--- src/rtl/mem_arbiter_if.sv ---
// Fetch/data request ports plus MMU strobes shared by mem_arbiter and its clients.
// slave modport faces the arbiter; master modport faces the requesters and MMU model.
interface mem_arbiter_if;
  logic        if_req;
  logic [31:0] if_addr;
  logic        if_ack;
  logic        mem_req;
  logic        mem_we;
  logic        mem_byte;
  logic [31:0] mem_addr;
  logic [31:0] mem_wdata;
  logic        mem_ack;
  logic [31:0] rdata;
  logic        grant_mem;
  logic        mmu_read;
  logic        mmu_write;
  logic        mmu_bytemode;
  logic [31:0] mmu_addr;
  logic [31:0] mmu_wdata;
  logic [31:0] mmu_rdata;

  modport slave (
    input  if_req, if_addr, mem_req, mem_we, mem_byte, mem_addr, mem_wdata, mmu_rdata,
    output if_ack, mem_ack, rdata, grant_mem,
    output mmu_read, mmu_write, mmu_bytemode, mmu_addr, mmu_wdata
  );

  modport master (
    output if_req, if_addr, mem_req, mem_we, mem_byte, mem_addr, mem_wdata, mmu_rdata,
    input  if_ack, mem_ack, rdata, grant_mem,
    input  mmu_read, mmu_write, mmu_bytemode, mmu_addr, mmu_wdata
  );
endinterface

--- src/rtl/mem_arbiter.sv ---
// Two-port (fetch/data) arbiter onto a single wait-stated SRAM/MMU port; IDLE -> ACCESS -> ACK.
// Ack arrives WAIT_CYCLES+2 cycles after grant; optional fetch anti-starvation via ARB_STARVE_GUARD_EN.
module mem_arbiter #(
  parameter int unsigned WAIT_CYCLES  = 2,
  parameter int unsigned STARVE_LIMIT = 4
) (
  input  logic         clk,
  input  logic         rst,
  mem_arbiter_if.slave bus
);

  typedef enum logic [1:0] {IDLE, ACCESS, ACK} state_e;

  state_e      state_q;
  logic [2:0]  cnt_q;
  logic        grant_mem_q;
  logic        if_ack_q;
  logic        mem_ack_q;
  logic [31:0] rdata_q;
  logic        mmu_read_q;
  logic        mmu_write_q;
  logic        mmu_byte_q;
  logic [31:0] mmu_addr_q;
  logic [31:0] mmu_wdata_q;

  logic        pick_mem;
  logic [31:0] addr_d;
  logic [31:0] wdata_d;
  logic        we_d;
  logic        byte_d;

`ifdef ARB_STARVE_GUARD_EN
  logic [3:0] starve_q;
  // Once enough data grants have gone by with a fetch waiting, a contested grant goes to fetch.
  assign pick_mem = bus.mem_req && !(bus.if_req && (starve_q >= 4'(STARVE_LIMIT)));
`else
  assign pick_mem = bus.mem_req;
`endif

  always_comb begin
    addr_d  = bus.if_addr;
    wdata_d = 32'd0;
    we_d    = 1'b0;
    byte_d  = 1'b0;
    if (pick_mem) begin
      addr_d  = bus.mem_addr;
      wdata_d = bus.mem_wdata;
      we_d    = bus.mem_we;
      byte_d  = bus.mem_byte;
    end
  end

  always_ff @(posedge clk) begin
    if (rst) begin
      state_q     <= IDLE;
      cnt_q       <= 3'd0;
      grant_mem_q <= 1'b0;
      if_ack_q    <= 1'b0;
      mem_ack_q   <= 1'b0;
      rdata_q     <= 32'd0;
      mmu_read_q  <= 1'b0;
      mmu_write_q <= 1'b0;
      mmu_byte_q  <= 1'b0;
      mmu_addr_q  <= 32'd0;
      mmu_wdata_q <= 32'd0;
`ifdef ARB_STARVE_GUARD_EN
      starve_q    <= 4'd0;
`endif
    end else begin
      case (state_q)
        IDLE: begin
          if (bus.if_req || bus.mem_req) begin
            state_q     <= ACCESS;
            cnt_q       <= 3'(WAIT_CYCLES);
            grant_mem_q <= pick_mem;
            mmu_read_q  <= !we_d;
            mmu_write_q <= we_d;
            mmu_byte_q  <= byte_d;
            mmu_addr_q  <= addr_d;
            mmu_wdata_q <= wdata_d;
`ifdef ARB_STARVE_GUARD_EN
            if (!pick_mem || !bus.if_req) begin
              starve_q <= 4'd0;
            end else if (starve_q != 4'hF) begin
              starve_q <= starve_q + 4'd1;
            end
`endif
          end
        end
        ACCESS: begin
          if (cnt_q == 3'd0) begin
            state_q     <= ACK;
            rdata_q     <= mmu_write_q ? 32'd0 : bus.mmu_rdata;
            if_ack_q    <= !grant_mem_q;
            mem_ack_q   <= grant_mem_q;
            mmu_read_q  <= 1'b0;
            mmu_write_q <= 1'b0;
            mmu_byte_q  <= 1'b0;
            mmu_addr_q  <= 32'd0;
            mmu_wdata_q <= 32'd0;
          end else begin
            cnt_q <= cnt_q - 3'd1;
          end
        end
        ACK: begin
          // Requests are not sampled here, so a requester still high during its ack is not re-granted.
          state_q     <= IDLE;
          if_ack_q    <= 1'b0;
          mem_ack_q   <= 1'b0;
          grant_mem_q <= 1'b0;
        end
        default: state_q <= IDLE;
      endcase
    end
  end

  assign bus.if_ack       = if_ack_q;
  assign bus.mem_ack      = mem_ack_q;
  assign bus.rdata        = rdata_q;
  assign bus.grant_mem    = grant_mem_q;
  assign bus.mmu_read     = mmu_read_q;
  assign bus.mmu_write    = mmu_write_q;
  assign bus.mmu_bytemode = mmu_byte_q;
  assign bus.mmu_addr     = mmu_addr_q;
  assign bus.mmu_wdata    = mmu_wdata_q;

endmodule

--- src/flat_wrapper.sv ---
// flat-port wrapper written by rule: the top's interface ports become plain ports
module mem_arbiter_flat 
#(
  parameter int unsigned WAIT_CYCLES  = 2,
  parameter int unsigned STARVE_LIMIT = 4
)
  (clk, rst, bus_if_req, bus_if_addr, bus_mem_req, bus_mem_we, bus_mem_byte, bus_mem_addr, bus_mem_wdata, bus_mmu_rdata, bus_if_ack, bus_mem_ack, bus_rdata, bus_grant_mem, bus_mmu_read, bus_mmu_write, bus_mmu_bytemode, bus_mmu_addr, bus_mmu_wdata);
  mem_arbiter_if bus_i ();
  input  logic clk;
  input  logic rst;
  input wire logic [$bits(bus_i.if_req)-1:0] bus_if_req;
  input wire logic [$bits(bus_i.if_addr)-1:0] bus_if_addr;
  input wire logic [$bits(bus_i.mem_req)-1:0] bus_mem_req;
  input wire logic [$bits(bus_i.mem_we)-1:0] bus_mem_we;
  input wire logic [$bits(bus_i.mem_byte)-1:0] bus_mem_byte;
  input wire logic [$bits(bus_i.mem_addr)-1:0] bus_mem_addr;
  input wire logic [$bits(bus_i.mem_wdata)-1:0] bus_mem_wdata;
  input wire logic [$bits(bus_i.mmu_rdata)-1:0] bus_mmu_rdata;
  output wire logic [$bits(bus_i.if_ack)-1:0] bus_if_ack;
  output wire logic [$bits(bus_i.mem_ack)-1:0] bus_mem_ack;
  output wire logic [$bits(bus_i.rdata)-1:0] bus_rdata;
  output wire logic [$bits(bus_i.grant_mem)-1:0] bus_grant_mem;
  output wire logic [$bits(bus_i.mmu_read)-1:0] bus_mmu_read;
  output wire logic [$bits(bus_i.mmu_write)-1:0] bus_mmu_write;
  output wire logic [$bits(bus_i.mmu_bytemode)-1:0] bus_mmu_bytemode;
  output wire logic [$bits(bus_i.mmu_addr)-1:0] bus_mmu_addr;
  output wire logic [$bits(bus_i.mmu_wdata)-1:0] bus_mmu_wdata;
  assign bus_i.if_req = bus_if_req;
  assign bus_i.if_addr = bus_if_addr;
  assign bus_i.mem_req = bus_mem_req;
  assign bus_i.mem_we = bus_mem_we;
  assign bus_i.mem_byte = bus_mem_byte;
  assign bus_i.mem_addr = bus_mem_addr;
  assign bus_i.mem_wdata = bus_mem_wdata;
  assign bus_i.mmu_rdata = bus_mmu_rdata;
  assign bus_if_ack = bus_i.if_ack;
  assign bus_mem_ack = bus_i.mem_ack;
  assign bus_rdata = bus_i.rdata;
  assign bus_grant_mem = bus_i.grant_mem;
  assign bus_mmu_read = bus_i.mmu_read;
  assign bus_mmu_write = bus_i.mmu_write;
  assign bus_mmu_bytemode = bus_i.mmu_bytemode;
  assign bus_mmu_addr = bus_i.mmu_addr;
  assign bus_mmu_wdata = bus_i.mmu_wdata;
  mem_arbiter #(.WAIT_CYCLES(WAIT_CYCLES), .STARVE_LIMIT(STARVE_LIMIT)) u_core (.clk(clk), .rst(rst), .bus(bus_i));
endmodule
--- config.mk ---
export PLATFORM = sky130hd
export DESIGN_NAME = mem_arbiter_flat
export DESIGN_NICKNAME = d
export VERILOG_FILES = /design/src/rtl/mem_arbiter_if.sv /design/src/rtl/mem_arbiter.sv /design/src/flat_wrapper.sv
export SDC_FILE = /design/constraint.sdc
export NUM_CORES = 1
export LEC_CHECK = 0
export BUFFER_PORTS_ARGS = -buffer_cell sky130_fd_sc_hd__buf_4
export CAP_MARGIN = 25
export CORE_ASPECT_RATIO = 1.75
export CORE_MARGIN = 2
export CORE_UTILIZATION = 44
export DETAILED_ROUTE_END_ITERATION = 7
export PLACE_DENSITY = 0.79
export SYNTH_ARGS = -nofsm -noshare
export SYNTH_HDL_FRONTEND = slang
export SYNTH_SLANG_ARGS = --single-unit
--- constraint.sdc ---
create_clock -name clk -period 2.2 [get_ports clk]
set_input_delay 0.22 -clock clk [delete_from_list [all_inputs] [get_ports clk]]
set_output_delay 0.22 -clock clk [all_outputs]
set_load 0.01 [all_outputs]
==> key figures, run 1 <==
Worst setup path
  • Reg-to-reg startpoint: u_core.cnt_q[0]
  • Worst reg-to-reg path cell count: 6
  • Setup Crit Path Kind: reg -> reg
  • Critical Path Sink Type: flip-flop
  • Data arrival at the endpoint of the critical path: roughly 2200 ps
  • Required time of the worst setup path: 2480 ps
  • Worst-path fanout max: 15
  • Register-to-register path setup slack: between 300 and 400 ps
  • Sort of element at the start of the critical path: flip-flop
  • Worst reg2reg endpoint: u_core.bus.mmu_wdata[10]

Placed design
  • Post-detail-place hpwl: just over 9 mm
  • Total placed cells including tap cells: 742
  • Placer Congestion: 0.7964
  • PortBufs: 235

Yosys
  • Seq/Total Area, Yosys: 49.81%
  • Synth cell types: 34
  • Share of the synthesized area in the top cell type: around 50%
  • Largest cells by area after synthesis: sky130_fd_sc_hd__dfxtp_1 50%, sky130_fd_sc_hd__mux2i_1 7.4%, sky130_fd_sc_hd__a22o_1 6.9%
  • Synth Net Count: 554
  • Number of warnings printed during yosys synthesis: 0
  • Cell count after synthesis: 418
  • Average cell area after synthesis: 10.29 um2
  • Register bit count reported by yosys: 107
  • Synthesized cell area: 0.004300 mm2
  • Library cell with the largest summed area after synthesis: sky130_fd_sc_hd__dfxtp_1

Floorplanning
  • Die height: 134.8 um
  • Boundary Pins: 236
  • Die width: between 70 and 80 um
  • Number of rows in the core area: 47
  • Initial Util: 45.42%
  • Placeable core area: 0.009468 mm2
  • Full die area: 0.01061 mm2

Detailed routing
  • Vias per inst: 5.393
  • 1st-iter DRT viols: around 180
  • Number of optimization iterations in the first detailed-route pass: 5
  • Via count of the routed design: 4093
  • DRC errors left: 0
  • Routed wirelength normalized by instance count: 16.87 um
  • Count of antenna-violating nets left after detailed routing: 0
  • Wirelength, routed: between 10 and 15 mm

Timing
  • Post-route setup TNS: 0 ps
  • Hold Slack: 88.69 ps
  • Period utilization: 86.27%
  • Worst relative slew slack: a little over half
  • Setup-violating endpoint count in the final report: 0
  • Number of hold-slack violations in the final timing report: 0
  • Worst setup skew after layout: between 8 and 9 ps
  • Achievable Freq: 526.9 MHz
  • Slew @ Worst Pin: 699.8 ps
  • RSZ-0062 raised after global routing: no
  • Final critical path time including I/O delays and setup: 1898 ps
  • Final count of pins violating max slew: 0

Clocking
  • # clock sinks: between 100 and 150
  • Clock-pin slew of the registers on the worst-case setup and hold paths: 70 ps
  • Post-CTS resize count: 0
  • Number of buffers created by CTS: 9
  • Clock latency on the worst-skew pair: 340 ps
  • Post CTS Setup Buffer Count: 0
  • CTS hold repair buffers: 0
  • Clock tree from TritonCTS: built
  • Largest buffer count on any clock path: 2
  • Clock root buffer: sky130_fd_sc_hd__clkbuf_16
  • # H-tree levels: 3

Power
  • Leakage component of the power: a little under 3 nW
  • Total power divided by cell area: 839.2 mW/mm2
  • Max VDD drop: ~0.57 mV

Worst hold path
  • Class of the tightest hold or removal check: in -> reg
  • Hold Path End: u_core.bus.mmu_wdata[8]
  • Count of cells along the worst hold path: 2
  • HP Start: bus_mem_wdata[8]

Final layout
  • Top library cells by usage in the layout, fill and taps aside: 247 x sky130_fd_sc_hd__buf_4, 107 x sky130_fd_sc_hd__dfxtp_1, 36 x sky130_fd_sc_hd__nand2_1, 36 x sky130_fd_sc_hd__a21oi_1, 34 x sky130_fd_sc_hd__a22o_1
  • Final cell count without fillers: 759
  • Most frequent standard cell in the layout excluding fill and tap cells: sky130_fd_sc_hd__buf_4
  • Share of cells above drive strength 1: 43.33%
  • Post-layout net count: 768
  • Signed area change from the synthesized netlist to the final layout: 51.00%
  • Antenna Cells: 0

Global route
  • Global-route wire length before repair: 19.82 mm
  • Antenna violations before repair: 0
  • Vias in the first global route: between 4000 and 5000
  • GRT overflow: 0
  • Largest net degree at the start of global routing: 40
  • Aggregate global-route resource usage: 23.52%

Outcome
  • Run status: completed

Job
  • Max-cap violation count: 0
-- critical path, cell delays in order (launching register included) --
cell	delay, ps
sky130_fd_sc_hd__dfxtp_1	370
sky130_fd_sc_hd__inv_1	80
sky130_fd_sc_hd__ha_1	220
sky130_fd_sc_hd__nor4bb_4	190
sky130_fd_sc_hd__a211oi_4	500
sky130_fd_sc_hd__buf_4	310
sky130_fd_sc_hd__a22o_1	170
-- how the worst max path moves through the flow --
stage,startpoint,to,depth (start not counted)
floorplan,u_core.cnt_q[0],u_core.bus.rdata[27],7
global placement,u_core.cnt_q[0],u_core.bus.mmu_wdata[21],6
detailed placement,u_core.cnt_q[0],u_core.bus.mmu_wdata[10],6
CTS,u_core.cnt_q[0],u_core.bus.mmu_wdata[10],6
global route,u_core.cnt_q[0],u_core.bus.mmu_wdata[29],6
finish,u_core.cnt_q[0],u_core.bus.mmu_wdata[10],6
-- registers in the layout, indices dropped and copies added, names as in the netlist --
signal	flops
u_core.bus.rdata	32
u_core.bus.mmu_write	1
u_core.bus.if_ack	1
u_core.bus.mmu_wdata	32
u_core.bus.mmu_read	1
u_core.bus.mmu_addr	32
u_core.cnt_q	3
u_core.bus.mmu_bytemode	1
u_core.bus.grant_mem	1
u_core.bus.mem_ack	1
u_core.state_q	2
-- cell type report --
cell class | count | area (um2)
Fill cell | 737 | 2974
Sequential cell | 107 | 2142
Multi-Input combinational cell | 263 | 1956
Timing Repair Buffer | 248 | 1874
Clock buffer | 11 | 232.7
Tap cell | 122 | 152.6
Clock inverter | 5 | 125.1
Inverter | 3 | 11.26
-- metrics by stage --
step | util [%] | instance area (um2) | total power [W] | setup slack [ps]
after floorplan | - | 4300 | 0.002966 | 619.5
after global placement | 64.68 | 6123 | 0.003553 | 251.9
after detailed placement | 64.68 | 6123 | 0.003591 | 108.9
after CTS | 68.46 | 6481 | 0.005481 | 109.8
after global routing | 68.59 | 6494 | 0.005696 | 213.1
final | 68.59 | 6494 | 0.005450 | 302.1
-- power breakdown --
group	switching [W]	leakage (nW)	internal, W
Sequential	0.000123	0.879	0.00214
Combinational	0.000636	1.93	0.000659
Clock	0.000668	0.174	0.00123
-- Yosys cell counts --
master	count
sky130_fd_sc_hd__nor4_1	1
sky130_fd_sc_hd__buf_1	5
sky130_fd_sc_hd__a41o_1	1
sky130_fd_sc_hd__a31o_2	1
sky130_fd_sc_hd__nor4bb_1	1
sky130_fd_sc_hd__a211oi_1	24
sky130_fd_sc_hd__o21ai_0	1
sky130_fd_sc_hd__buf_2	7
sky130_fd_sc_hd__a211oi_4	1
sky130_fd_sc_hd__nand3b_1	33
sky130_fd_sc_hd__or2_1	1
sky130_fd_sc_hd__a221o_1	1
sky130_fd_sc_hd__nor2b_1	1
sky130_fd_sc_hd__o31ai_1	1
sky130_fd_sc_hd__a22oi_1	33
sky130_fd_sc_hd__a211oi_2	8
sky130_fd_sc_hd__mux2i_1	32
sky130_fd_sc_hd__a311oi_1	1
sky130_fd_sc_hd__ha_1	2
sky130_fd_sc_hd__nand2b_1	4
sky130_fd_sc_hd__inv_1	3
sky130_fd_sc_hd__nand2_1	36
sky130_fd_sc_hd__a21oi_1	36
sky130_fd_sc_hd__dfxtp_1	107
sky130_fd_sc_hd__buf_6	7
sky130_fd_sc_hd__and3_1	1
sky130_fd_sc_hd__buf_4	1
sky130_fd_sc_hd__and2_1	1
sky130_fd_sc_hd__clkbuf_1	26
sky130_fd_sc_hd__a31oi_1	1
sky130_fd_sc_hd__nor2_1	3
sky130_fd_sc_hd__nand4bb_1	1
sky130_fd_sc_hd__a22o_1	34
sky130_fd_sc_hd__nand3_1	2
-- routing by layer --
metal  vias to the layer above  wire [um]  track usage [%]
li1                       1974          -                -
met4                         0        408            11.31
met3                        28        753            5.013
met5                         -          0                0
met2                       167       6998            42.55
met1                      1924       4647            25.59
-- kinds of logic after synthesis --
| kind of cell | after synthesis | share of synthesized area, % |
|---|---|---|
| AOI/OAI and AO/OA | 143 | 25.17 |
| DFF | 107 | 49.81 |
| and+or+nand+nor | 85 | 11.20 |
| buffers and inverters | 49 | 5.790 |
| muxes | 32 | 7.448 |
| adders and majority gates | 2 | 0.5818 |
No activity file was read; power rests on OpenSTA's default activity.
==> run 2, diff against run 1 <==
==> constraint.sdc (replaced) <==
create_clock -name clk -period 2.12 [get_ports clk]
set_input_delay 0.212 -clock clk [delete_from_list [all_inputs] [get_ports clk]]
set_output_delay 0.212 -clock clk [all_outputs]
set_load 0.01 [all_outputs]
==> key figures, run 2 (same netlist as run 1, synthesis figures left out) <==
Power
  • Leakage component of the power: 2.950 nW
  • Total power divided by cell area: 827.6 mW/mm2
  • Max VDD drop: 0.5116 mV

Floorplanning
  • Number of rows in the core area: 47
  • Die width: 78.73 um
  • Full die area: 0.01061 mm2
  • Initial Util: about 45%
  • Boundary Pins: 236
  • Placeable core area: 0.009468 mm2
  • Die height: 134.8 um

Final layout
  • Most frequent standard cell in the layout excluding fill and tap cells: sky130_fd_sc_hd__buf_4
  • Signed area change from the synthesized netlist to the final layout: 49.72%
  • Share of cells above drive strength 1: a little over two fifths
  • Post-layout net count: a little under 800
  • Post-route cell area: 0.006439 mm2
  • Top library cells by usage in the layout, fill and taps aside: 248 x sky130_fd_sc_hd__buf_4, 107 x sky130_fd_sc_hd__dfxtp_1, 36 x sky130_fd_sc_hd__nand2_1, 36 x sky130_fd_sc_hd__a21oi_1, 34 x sky130_fd_sc_hd__a22o_1
  • Antenna Cells: 0

Detailed routing
  • Vias per inst: 5.437
  • Count of antenna-violating nets left after detailed routing: 0
  • 1st-iter DRT viols: 164
  • Number of optimization iterations in the first detailed-route pass: 4
  • Wirelength, routed: 12.67 mm
  • DRC errors left: 0
  • Routed wirelength normalized by instance count: 16.67 um
  • Via count of the routed design: 4132

Clocking
  • Clock-pin slew of the registers on the worst-case setup and hold paths: 70 ps
  • CTS hold repair buffers: 0
  • Clock tree from TritonCTS: built
  • # clock sinks: 107
  • # H-tree levels: 3
  • Clock root buffer: sky130_fd_sc_hd__clkbuf_16
  • Number of buffers created by CTS: 9
  • Post-CTS resize count: 0
  • Post CTS Setup Buffer Count: 0
  • Clock latency on the worst-skew pair: 330 ps
  • Largest buffer count on any clock path: 2

Global route
  • Met1 track demand over resource: 25.25%
  • Vias in the first global route: slightly above 4000
  • Aggregate global-route resource usage: 23.45%
  • Antenna violations before repair: 0
  • Global routing usage on met3: 5.013%
  • Met2 track demand over resource: 43.97%
  • Largest net degree at the start of global routing: 76
  • Global-route wire length before repair: 19.84 mm
  • GRT busiest layer: met2
  • GRT overflow: 0

Worst setup path
  • Cell mode on critical path: sky130_fd_sc_hd__buf_4
  • Required time of the worst setup path: 2390 ps
  • Data arrival at the endpoint of the critical path: 2230 ps
  • Crit path cell chain: nor2_2 -> buf_4 -> and3_1 -> buf_4 -> a22o_1
  • Bufs and invs on worst path: 2
  • Sort of element at the start of the critical path: flip-flop
  • Critical Path Sink Type: flip-flop
  • Setup Crit Path Kind: reg -> reg
  • Worst-path fanout max: 37
  • Largest delay contributor family on the critical path: buffers and inverters
  • Slowest cell delay on critical path: 440 ps
  • Cell with the largest stage delay on the worst path: sky130_fd_sc_hd__buf_4

Timing
  • Setup-violating endpoint count in the final report: 0
  • Period utilization: between 90% and 100%
  • Final count of pins violating max slew: 0
  • Achievable Freq: 510.7 MHz
  • Post-route setup TNS: 0 ps
  • Worst setup skew after layout: 7.824 ps
  • Worst relative slew slack: 39.78%
  • RSZ-0062 raised after global routing: no
  • Final critical path time including I/O delays and setup: 1958 ps
  • Slew @ Worst Pin: between 900 and 1000 ps
  • Number of hold-slack violations in the final timing report: 0

Placed design
  • Area after DPL: around 0.0061 mm2
  • Post-detail-place hpwl: a little over 9 mm
  • Placer Congestion: 0.7936
  • PortBufs: 235

Job
  • Max-cap violation count: 0

Worst hold path
  • Class of the tightest hold or removal check: in -> reg

Outcome
  • Run status: completed
==> run 2: changes by cell type in the layout (fill, tap and decap cells not counted) <==
cell | before | now
sky130_fd_sc_hd__clkinv_2 | 1 | 0
sky130_fd_sc_hd__bufinv_16 | 4 | 1
sky130_fd_sc_hd__clkinv_4 | 0 | 1
sky130_fd_sc_hd__buf_4 | 247 | 248
sky130_fd_sc_hd__clkinvlp_4 | 0 | 2
sky130_fd_sc_hd__inv_6 | 0 | 1
==> run 2: final timing paths <==
path | start | end | slack (ps) | cells past startpoint
min reg2reg | u_core.bus.rdata[10] | u_core.bus.rdata[10] | 450 | 2
min | bus_mem_wdata[5] | u_core.bus.mmu_wdata[5] | 80 | 2
max reg2reg | u_core.state_q[1] | u_core.bus.mmu_wdata[14] | 160 | 5
max | u_core.state_q[1] | u_core.bus.mmu_wdata[14] | 160 | 5
==> run 2: report_power, final <==
part / total [W] / switching, W / leakage [nW] / internal (W)
clock: 0.00163 / 0.000705 / 0.136 / 0.000923
combinational: 0.00135 / 0.000659 / 1.93 / 0.000692
sequential: 0.00235 / 0.000131 / 0.879 / 0.00222
total: 0.00533 / 0.00150 / 2.95 / 0.00383
==> run 2: cell type report <==
class                      count  area [um2]
clock buffer                  11       232.7
clock inverter                 5       62.56
fill                         769        3029
inverter                       3       11.26
multi-input combinational    263        1956
sequential                   107        2142
tap                          122       152.6
timing repair buffer         249        1882
==> run 2: per-layer routing <==
metal  share of wire [%]  routed length (um)
met2                  55                6980
met1                  36                4593
met4                 2.5                 323
met3                 6.1                 773
met5                   0                   0
==> run 2: through the flow <==
| stage | hold WS [ps] | instances | setup slack (ps) | total power, W | util, % |
|---|---|---|---|---|---|
| 2_1_floorplan | 332.1 | 418 | 539.5 | 0.003078 | - |
| 3_3_place_gp | 422.9 | 743 | 74.49 | 0.003697 | 64.75 |
| 3_5_place_dp | 424.7 | 743 | -5.281 | 0.003739 | 64.75 |
| 4_1_cts | 70.31 | 760 | 171.5 | 0.005377 | 68.01 |
| 5_1_grt | 76.19 | 760 | 21.42 | 0.005580 | 68.01 |
| 6_report | 81.48 | 760 | 162.0 | 0.005329 | 68.01 |
==> run 2: worst register-to-register path: stages (launching register included) <==
cell	delay (ps)
sky130_fd_sc_hd__dfxtp_1	390
sky130_fd_sc_hd__nor2_2	320
sky130_fd_sc_hd__buf_4	440
sky130_fd_sc_hd__and3_1	210
sky130_fd_sc_hd__buf_4	330
sky130_fd_sc_hd__a22o_1	200
